[src/rtl/wm_pkg.sv]
// Shared definitions for the washing-machine control path: FSM state codes,
// wash-mode indices and the front-panel state encoding.
package wm_pkg;

   localparam logic [2:0] FSM_IDLE  = 3'd0;
   localparam logic [2:0] FSM_SOAK  = 3'd2;
   localparam logic [2:0] FSM_WASH  = 3'd3;
   localparam logic [2:0] FSM_RINSE = 3'd4;
   localparam logic [2:0] FSM_SPIN  = 3'd5;

   localparam logic [1:0] MODE_QUICK  = 2'd0;
   localparam logic [1:0] MODE_NORMAL = 2'd1;
   localparam logic [1:0] MODE_HEAVY  = 2'd2;
   localparam logic [1:0] MODE_SPIN   = 2'd3;

   typedef enum logic [2:0] {
      P_READY,
      P_START_STB,
      P_WAIT_ACK,
      P_RUNNING,
      P_CANCEL_STB
   } panel_state_t;

endpackage

[src/rtl/wm_debounce.sv]
// Two-flop synchroniser followed by a consecutive-sample debouncer; also emits
// a one-cycle pulse on each debounced rising edge.
module wm_debounce #(
   parameter int DEBOUNCE_CYCLES = 4
) (
   input  logic clk,
   input  logic rst_n,
   input  logic raw,
   output logic stable,
   output logic rise
);

   localparam int CW = $clog2(DEBOUNCE_CYCLES + 1);
   localparam logic [CW-1:0] CNT_LAST = CW'(DEBOUNCE_CYCLES - 1);

   logic          sync1;
   logic          sync2;
   logic [CW-1:0] cnt;

   // NOTE: the synchroniser flops are reset as well, so a level captured before reset never leaks out afterwards.
   always_ff @(posedge clk) begin
      if (!rst_n) begin
         sync1  <= 1'b0;
         sync2  <= 1'b0;
         cnt    <= '0;
         stable <= 1'b0;
         rise   <= 1'b0;
      end else begin
         sync1 <= raw;
         sync2 <= sync1;
         rise  <= 1'b0;
         if (sync2 == stable) begin
            cnt <= '0;
         end else if (cnt == CNT_LAST) begin
            cnt    <= '0;
            stable <= sync2;
            rise   <= sync2;
         end else begin
            cnt <= cnt + 1'b1;
         end
      end
   end

endmodule

[src/rtl/wm_panel_ctrl.sv]
// Front-panel conditioner: debounced buttons and lid, one-hot mode register,
// start/cancel strobes with lid interlock and FSM start-acknowledge timeout.
module wm_panel_ctrl
   import wm_pkg::*;
#(
   parameter int DEBOUNCE_CYCLES   = 4,
   parameter int START_HOLD_CYCLES = 5,
   parameter int ACK_TIMEOUT       = 16
) (
   input  logic       clk,
   input  logic       rst_n,
   input  logic       power_on,
   input  logic       btn_start_raw,
   input  logic       btn_cancel_raw,
   input  logic       btn_mode_raw,
   input  logic       lid_raw,
   input  logic [2:0] fsm_state,
   output logic       start,
   output logic       cancel,
   output logic       lid,
   output logic       mode1,
   output logic       mode2,
   output logic       mode3,
   output logic       mode4,
   output logic       err_lid,
   output logic       err_nostart
);

   localparam int HOLD_W = $clog2(START_HOLD_CYCLES + 1);
   localparam int TO_W   = $clog2(ACK_TIMEOUT + 1);
   localparam logic [HOLD_W-1:0] HOLD_LAST = HOLD_W'(START_HOLD_CYCLES - 1);
   localparam logic [TO_W-1:0]   TO_LAST   = TO_W'(ACK_TIMEOUT - 1);

   logic start_lvl, start_rise, cancel_lvl, cancel_rise;
   logic mode_lvl, mode_rise, lid_lvl, lid_rise;
   logic db_unused;

   wm_debounce #(.DEBOUNCE_CYCLES(DEBOUNCE_CYCLES)) u_db_start (
      .clk(clk), .rst_n(rst_n), .raw(btn_start_raw), .stable(start_lvl), .rise(start_rise));
   wm_debounce #(.DEBOUNCE_CYCLES(DEBOUNCE_CYCLES)) u_db_cancel (
      .clk(clk), .rst_n(rst_n), .raw(btn_cancel_raw), .stable(cancel_lvl), .rise(cancel_rise));
   wm_debounce #(.DEBOUNCE_CYCLES(DEBOUNCE_CYCLES)) u_db_mode (
      .clk(clk), .rst_n(rst_n), .raw(btn_mode_raw), .stable(mode_lvl), .rise(mode_rise));
   wm_debounce #(.DEBOUNCE_CYCLES(DEBOUNCE_CYCLES)) u_db_lid (
      .clk(clk), .rst_n(rst_n), .raw(lid_raw), .stable(lid_lvl), .rise(lid_rise));

   assign db_unused = ^{start_lvl, cancel_lvl, mode_lvl, lid_rise};

   logic start_press, cancel_press, mode_press, fsm_idle;

   assign start_press  = start_rise  & power_on;
   assign cancel_press = cancel_rise & power_on;
   assign mode_press   = mode_rise   & power_on;
   assign fsm_idle     = (fsm_state == FSM_IDLE);

   panel_state_t      state, state_d;
   logic [HOLD_W-1:0] hold_cnt, hold_d;
   logic [TO_W-1:0]   to_cnt, to_d;
   logic              err_lid_d, err_nostart_d, start_ok, mode_adv;
   logic [1:0]        mode_idx;

   // NOTE: every signal driven here gets a default first, so no path can infer a latch.
   always_comb begin
      state_d       = state;
      hold_d        = '0;
      to_d          = '0;
      err_lid_d     = 1'b0;
      err_nostart_d = 1'b0;
      start_ok      = 1'b0;
      case (state)
         P_READY: begin
            if (start_press && !cancel_press && fsm_idle) begin
               if (lid_lvl) begin
                  err_lid_d = 1'b1;
               end else begin
                  state_d  = P_START_STB;
                  start_ok = 1'b1;
               end
            end
         end
         P_START_STB: begin
            if (cancel_press)           state_d = P_CANCEL_STB;
            else if (hold_cnt == HOLD_LAST) state_d = P_WAIT_ACK;
            else                        hold_d  = hold_cnt + 1'b1;
         end
         P_WAIT_ACK: begin
            if (cancel_press) begin
               state_d = P_CANCEL_STB;
            end else if (!fsm_idle) begin
               state_d = P_RUNNING;
            end else if (to_cnt == TO_LAST) begin
               state_d       = P_READY;
               err_nostart_d = 1'b1;
            end else begin
               to_d = to_cnt + 1'b1;
            end
         end
         P_RUNNING: begin
            if (cancel_press)  state_d = P_CANCEL_STB;
            else if (fsm_idle) state_d = P_READY;
         end
         P_CANCEL_STB: begin
            if (hold_cnt == HOLD_LAST) state_d = fsm_idle ? P_READY : P_RUNNING;
            else                       hold_d  = hold_cnt + 1'b1;
         end
         default: state_d = P_READY;
      endcase
      // A start accepted this cycle takes precedence over a simultaneous mode press.
      mode_adv = mode_press && (state == P_READY) && fsm_idle && !start_ok;
   end

   always_ff @(posedge clk) begin
      if (!rst_n) begin
         state       <= P_READY;
         hold_cnt    <= '0;
         to_cnt      <= '0;
         err_lid     <= 1'b0;
         err_nostart <= 1'b0;
         mode_idx    <= MODE_QUICK;
         lid         <= 1'b0;
      end else if (power_on) begin
         state       <= state_d;
         hold_cnt    <= hold_d;
         to_cnt      <= to_d;
         err_lid     <= err_lid_d;
         err_nostart <= err_nostart_d;
         mode_idx    <= mode_adv ? mode_idx + 2'd1 : mode_idx;
         lid         <= lid_lvl;
      end
   end

   assign start  = (state == P_START_STB);
   assign cancel = (state == P_CANCEL_STB);
   assign mode1  = (mode_idx == MODE_QUICK);
   assign mode2  = (mode_idx == MODE_NORMAL);
   assign mode3  = (mode_idx == MODE_HEAVY);
   assign mode4  = (mode_idx == MODE_SPIN);

endmodule

[config.mk]
export PLATFORM = sky130hd
export DESIGN_NAME = wm_panel_ctrl
export DESIGN_NICKNAME = d
export VERILOG_FILES = /design/src/rtl/wm_pkg.sv /design/src/rtl/wm_debounce.sv /design/src/rtl/wm_panel_ctrl.sv
export SDC_FILE = /design/constraint.sdc
export NUM_CORES = 1
export LEC_CHECK = 0
export BUFFER_PORTS_ARGS = -buffer_cell sky130_fd_sc_hd__buf_4
export CAP_MARGIN = 25
export CORE_MARGIN = 2
export CORE_UTILIZATION = 45
export DETAILED_ROUTE_END_ITERATION = 16
export SYNTH_ARGS = -nofsm -noshare
export SYNTH_HDL_FRONTEND = slang
export SYNTH_HIERARCHICAL = 1
export SYNTH_SLANG_ARGS = --single-unit
[constraint.sdc]
create_clock -name clk -period 4.1 [get_ports clk]
set_input_delay 0.205 -clock clk [delete_from_list [all_inputs] [get_ports clk]]
set_output_delay 0.205 -clock clk [all_outputs]
set_load 0.005 [all_outputs]
After elaboration in Yosys (flattened, before gate mapping)
Index checks and enable logic that the tools add are counted.

Input bits: 10. Bits in registers: 43.

Equality and inequality tests: 23. Add/sub/neg operators: 7. Bitwise operators: 11. Multiplexer cells: 29. Reductions and logical operators: 23.

Operators by type and width (count): two-way mux 3 bit (12); OR reduction 3 bit (7); two-way mux 5 bit (4); equality test 3 x 2 -> 1 bit, second input constant (6); adder 3 x 1 -> 3 bit, second input constant (5); one-hot mux 3 bit (5 select lines) (1); two-way mux 1 bit (10); AND reduction 2 bit (5); NOT 1 bit (8); AND reduction 7 bit (1); equality test 3 bit, second input constant (2); logical NOT 3 bit (2); one-hot mux 3 bit (2 select lines) (1); adder 5 x 1 -> 5 bit, second input constant (1); equality test 5 x 4 -> 1 bit, second input constant (1); logical AND 1 bit (5); equality test 1 bit (4); equality test 2 bit, second input constant (2); != test 2 bit, second input constant (2); != test 4 bit, second input constant (1); AND 1 bit (3); equality test 3 x 1 -> 1 bit, second input constant (1); != test 3 x 1 -> 1 bit, second input constant (1); != test 3 bit, second input constant (1); other kinds (6) (7).

Depth between registers and ports, before layout
Gate-level depths: netlist of run 1.

Depth after elaboration: 9. Mapped depth: 6. Mapped depth without buffers: 6.

Cells and area by module
Netlist of run 1, hierarchy kept.

By module, submodules not included: wm_debounce (times used 4, cells an instance 19, seq. area each 140.1 um2, area each 247.7 um2); wm_panel_ctrl (times used 1, cells an instance 110, seq. area each 320.3 um2, area each 920.9 um2).

Least setup slack after synthesis of run 1
No wires, ideal clock.

Path type: register to register. Start point: register to_cnt[0]. End point: register state[1]. Cell stages (with the launch flop): 7. Period minus slack after synthesis: 1443 ps. Slack: 2657 ps. Setup time: 115 ps. Buffers on the path: 0. Arrival time: 1327 ps. Cell sequence: dfxtp_1 ha_1 nand3_1 o2111ai_1 nand3_2 and3_1 a31o_1.

Longest elaborated chain between the ends: 3.

Ends and longest elaborated chain: start: declaration (line wm_panel_ctrl.sv:58) `logic [TO_W-1:0] to_cnt, to_d;`; start signal: assignment (line wm_panel_ctrl.sv:124) `to_cnt <= to_d;`; equality test 5 x 4 -> 1 bit (line wm_panel_ctrl.sv:91) `end else if (to_cnt == TO_LAST) begin`; != test 4 bit (no source line); AND reduction 7 bit (no source line); end signal: assignment (line wm_panel_ctrl.sv:122) `state <= state_d;`; end: declaration (line wm_panel_ctrl.sv:56) `panel_state_t state, state_d;`.

No other way between the ends. A chain may end at the register's enable or synchronous reset.

Final worst setup path of run 1
Start point: register to_cnt[0]. End point: register state[0].

The elaborated chain is that of the path after synthesis.

==> impl_metrics.toml, run 1 <==
[timing]
grt_setup_unrepaired = "no"
finalHoldViolCount = 0
worst_slew_pin_slew_ns = 0.4580
fin_ws_ns = 2.481
slew_headroom = 0.6943
setup-tns-final_ns = 0
max_freq_ghz = 0.6175
layout_worst_path_cycle_share = 0.3950
setup_viol = 0
finalCriticalPeriod_ns = 1.619
skew_ns = 0.009096
slew_viol_final = 0
timing.hold.ws_ns = 0.1281

[drt]
wirelength_mm = 3.213
drc = 0
vias = 1347
firstDrtPassIters = 3
wl_per_cell_um = 12.65
vias_per_cell = 5.303
ant_nets = 0
drt-initial-drc-count = 81

[floorplan]
die-area_mm2 = 0.004712
io_pins = 19
row_count = 23
core_mm2 = 0.004000
die_x_um = 68.65
start_util = 0.4701
fp.dieH_um = 68.65

[clock_tree]
clk_pin_slew_ns = 0.08
htreeDepth = 2
cts_buffers = 5
cts-resized-gates = 0
cts_setup_buffers = 0
clk_latency_ns = 0.29
clkSinkCount = 43
cts_buffer_depth = 2
cts_tree = "done"
cts_hold_buf = 0
cts_root_buffer = "clkbuf_8"

[pwr]
seq_power_share = 0.613
power_density_mw_per_mm2 = 325.6
vdd_drop_max_uv = 308.6
combPwrFrac = 0.043
p_sw_w = 0.0001439
sw_frac_of_total = 0.2071
p_leak_nw = 0.8040
power.share.clock = 0.344
p_int_w = 0.0005510

[worst_hold_path]
hp-class = "input pin to flop"

[setup_path]
cpPeakStageDelay_ns = 0.39
critPathMaxFanout = 3
cp.arrival_ns = 1.83
slowest_stage = "dfxtp_1"
critical_path_buf_inv_count = 0
end_kind = "flop"
cp-start-kind = "flop"
crit_family = "simple AND/OR/NAND/NOR gates"
critPathRequiredTime_ns = 4.31
path_class = "flop to flop"
crit_chain = "ha_1 > nand3_1 > o2111ai_1 > nand3_2 > nor2_1 > mux2i_1"

[cells_and_area]
layout_commonest_cell = "dfxtp_1"
final_cell_mix = "dfxtp_1 (43), buf_4 (18), ha_1 (15)"
fin_nets = 230
area_growth_pct = 13.51
fillers = 380
layout-drive-gt1-share = 0.1863
antenna_cells = 0

[global_routing]
antenna_found_initial = 0
grt_max_degree = 35
gr-total-overflow = 0
grtUsageTotal = 0.1608
grt_pass1_vias = 1357
grt_pass1_wl_mm = 5.540

[status]
outcome = "complete, no violations"

[placed_design]
dp.final_hpwl_mm = 2.326
dp_slack_ns = 2.510
gp_congestion = 0.7780
port_buffers = 18

[logic_synthesis]
synthCells = 184
avgSynthCellArea_um2 = 10.22
synth_nets = 209
synth_area_mm2 = 0.001881
yosys_warnings = 6

[flow_run]
maxCapViolations = 0
[routing by layer]
metal  part of all wire  vias up  track usage
li1                   -      685            -
met1               0.45      644       0.1678
met2               0.50       14       0.2897
met3              0.033        4      0.04870
met4              0.019        0      0.08000
met5                  0        -            0
[path summary, 6_finish.rpt]
| check | slack (ns) | start | cells after the start | end |
|---|---|---|---|---|
| hold reg to reg | 0.43 | u_db_mode/cnt[0]$_SDFF_PP0_ | 1 | u_db_mode/cnt[0]$_SDFF_PP0_ |
| setup / recovery | 2.48 | to_cnt[0]$_SDFFE_PN0P_ | 6 | state[0]$_SDFFE_PN0P_ |
| setup reg to reg | 2.48 | to_cnt[0]$_SDFFE_PN0P_ | 6 | state[0]$_SDFFE_PN0P_ |
| hold / removal | 0.13 | lid_raw | 2 | u_db_lid/sync1$_SDFF_PN0_ |
[per-stage QoR]
stage,std cells,utilization,area [um^2],power (W)
after global placement,248,0.5155,2062,0.0004643
final,254,0.5336,2135,0.0006949
after CTS,254,0.5336,2135,0.0007080
after detailed placement,248,0.5155,2062,0.0004662
after floorplan,184,-,1881,0.0004512
after global routing,254,0.5336,2135,0.0007309
[state kept, by name (all words and copies together) (netlist names), 2 cells and up]
register	flops
to_cnt	5
hold_cnt	3
state	3
u_db_cancel/cnt	3
u_db_lid/cnt	3
u_db_mode/cnt	3
u_db_start/cnt	3
mode_idx	2
[cell type report]
class | count | area, um^2 | share of cell area
well taps | 50 | 62.56 | 0.02931
clock buffers | 6 | 72.57 | 0.03400
flip-flops and latches | 43 | 860.8 | 0.4033
repair buffers | 18 | 135.1 | 0.06331
multi-input cells | 127 | 965.9 | 0.4525
inverters | 10 | 37.54 | 0.01758
[worst register-to-register path, cell delays in order (launching register included)]
cell       delay (ns)
dfxtp_1          0.39
ha_1             0.21
nand3_1          0.13
o2111ai_1        0.29
nand3_2          0.13
nor2_1           0.19
mux2i_1          0.21
[power groups by stage]
stage	combinational, W	sequential [W]	clock [W]
after CTS	0.0000308	0.000426	0.000251
after floorplan	0.0000163	0.000435	0
after global placement	0.0000291	0.000435	0
after global routing	0.0000336	0.000426	0.000271
final	0.0000302	0.000426	0.000239
after detailed placement	0.0000305	0.000436	0
Note: power is estimated with default switching activity, not from simulation.
==> run 2: changes to the inputs <==
==> constraint.sdc (replaced) <==
create_clock -name clk -period 1.6 [get_ports clk]
set_input_delay 0.08 -clock clk [delete_from_list [all_inputs] [get_ports clk]]
set_output_delay 0.08 -clock clk [all_outputs]
set_load 0.005 [all_outputs]
==> run 2 against run 1 <==
  * Wire length increased by 3.8%
  * Worst hold slack improved by 0.030 ns
  * Die area is the same
  * Register-to-register slack got worse by 2.4 ns
  * Sequential power rose to 2.6 times the previous value
  * Non-clock buffer count increased by 8
  * Worst setup slack worse by 2.4 ns
==> impl_metrics.toml, run 2 (synthesis gave the netlist of run 1 again) <==
[cells_and_area]
regMostFlops = "to_cnt"
register_area_um2 = 863.3
area_growth_pct = 20.83
antenna_cells = 0
stdcell_count = 264
largest_reg_flops = 5
final_cell_mix = "dfxtp_1 (41), buf_4 (22), nand2_1 (14), ha_1 (14), nor2_1 (11)"
layout_commonest_cell = "dfxtp_1"
multi_input_area_um2 = 988.4
fillers = 367
layout-drive-gt1-share = 0.2336
final_util = 0.5680
fin_nets = 238

[setup_path]
slowest_stage = "dfxtp_2"
cp-endpoint = "state[1]$_SDFFE_PN0P_"
cpPeakStageDelay_ns = 0.36
r2r_setup_slack_ns = 0.11
cp.arrival_ns = 1.69
cp-start-kind = "flop"
end_kind = "flop"
reg2reg_depth = 6
path_class = "flop to flop"
crit-reg2reg-launch = "to_cnt[0]$_SDFFE_PN0P_"
critPathRequiredTime_ns = 1.80
critPathMaxFanout = 3
crit_chain = "ha_2 > nand3_2 > o2111ai_2 > nand3_2 > and3_1 > a31o_1"
cpMostUsedCell = "nand3_2"
r2r-end = "state[1]$_SDFFE_PN0P_"
startpoint = "to_cnt[0]$_SDFFE_PN0P_"

[timing]
setup-tns-final_ns = 0
finalCriticalPeriod_ns = 1.491
layout_worst_path_cycle_share = 0.9322
slew_viol_final = 0
worst_slew_pin_slew_ns = 0.3250
finalHoldViolCount = 0
slew_headroom = 0.7771
setup_viol = 0
grt_setup_unrepaired = "no"
skew_ns = 0.004181
max_freq_ghz = 0.6705

[placed_design]
dp.final_hpwl_mm = 2.369
placed_cells = 252
port_buffers = 18
gp_congestion = 0.7731

[pwr]
power.share.clock = 0.421
p_leak_nw = 0.8570
p_sw_w = 0.0004412
power_density_mw_per_mm2 = 898.4
vdd_drop_max_uv = 814.5
sw_frac_of_total = 0.2161
combPwrFrac = 0.044
seq_power_share = 0.535
p_int_w = 0.001600

[clock_tree]
cts_buffer_depth = 2
htreeDepth = 2
clkSinkCount = 43
cts_tree = "done"
clk_latency_ns = 0.30
cts_buffers = 5
cts_setup_buffers = 0
cts_root_buffer = "clkbuf_8"
clk_pin_slew_ns = 0.08

[drt]
drc = 0
vias_per_cell = 5.193
wl_per_cell_um = 12.63
firstDrtPassIters = 4
ant_nets = 0
drt-initial-drc-count = 84
vias = 1371
wirelength_mm = 3.334

[global_routing]
gr-total-overflow = 0
grt_max_degree = 35
grtUsageTotal = 0.1680
grt_pass1_wl_mm = 5.789
grt_pass1_vias = 1353
antenna_found_initial = 0

[floorplan]
row_count = 23
core_mm2 = 0.004000
start_util = 0.4701
die_x_um = 68.65
io_pins = 19
fp.dieH_um = 68.65
die-area_mm2 = 0.004712

[status]
outcome = "complete, no violations"

[worst_hold_path]
hp-class = "input pin to flop"

[flow_run]
maxCapViolations = 0
-- run 2: area by class of cell --
cell class | instances | share of cell area
Inverter | 10 | 0.01652
Sequential cell | 43 | 0.3800
Tap cell | 50 | 0.02753
Clock buffer | 5 | 0.03029
Multi-Input combinational cell | 127 | 0.4350
Timing Repair Buffer | 26 | 0.09031
Clock inverter | 3 | 0.02037
-- run 2: power by group through the flow --
| stage | combinational, W | sequential (W) | clock, W |
|---|---|---|---|
| after floorplan | 0.0000419 | 0.00111 | 0 |
| after global placement | 0.0000768 | 0.00112 | 0 |
| after detailed placement | 0.0000798 | 0.00112 | 0 |
| after CTS | 0.0000877 | 0.00109 | 0.000885 |
| after global routing | 0.000100 | 0.00109 | 0.000929 |
| final | 0.0000900 | 0.00109 | 0.000860 |
-- run 2: what timing repair did --
| action | CTS | global route |
|---|---|---|
| endpoints found under the hold margin | 4 | 0 |
| setup endpoints to repair | 0 | 2 |
| hold buffers | 4 | 0 |
| resized for setup | 0 | 6 |
-- run 2: how the worst min path moves through the flow --
stage	from	endpoint	slack, ns	depth (start not counted)
after floorplan	rst_n	u_db_cancel/sync1$_SDFF_PN0_	0.20	1
after global placement	lid_raw	u_db_lid/sync1$_SDFF_PN0_	0.29	2
after detailed placement	lid_raw	u_db_lid/sync1$_SDFF_PN0_	0.29	2
after CTS	rst_n	to_cnt[4]$_SDFFE_PN0P_	0.15	3
after global routing	rst_n	u_db_mode/stable$_SDFFE_PN0P_	0.19	2
final	rst_n	to_cnt[4]$_SDFFE_PN0P_	0.16	3
-- run 2: layer usage --
metal  vias to the layer above  track usage  share of wire
li1                        702            -              -
met1                       648       0.1802           0.44
met2                        16       0.3029           0.51
met3                         5      0.03896          0.033
met4                         0      0.09000          0.016
met5                         -            0              0
-- run 2: worst max-delay path, delay by kind of cell (launching register included) --
kind,cells,cell delay (ns)
simple gates,3,0.42
compound gates,2,0.41
flops,1,0.36
fa+ha+maj,1,0.21
-- run 2: through the flow --
stage / hold slack (ns) / total power (W) / worst slack [ns] / instance area, um^2
after CTS: 0.1520 / 0.002064 / 0.01519 / 2247
after floorplan: 0.2017 / 0.001156 / 0.1574 / 1881
final: 0.1585 / 0.002041 / 0.1086 / 2272
after detailed placement: 0.2917 / 0.001196 / 0.03392 / 2092
after global placement: 0.2874 / 0.001192 / 0.08670 / 2092
after global routing: 0.1877 / 0.002122 / 0.0009429 / 2272
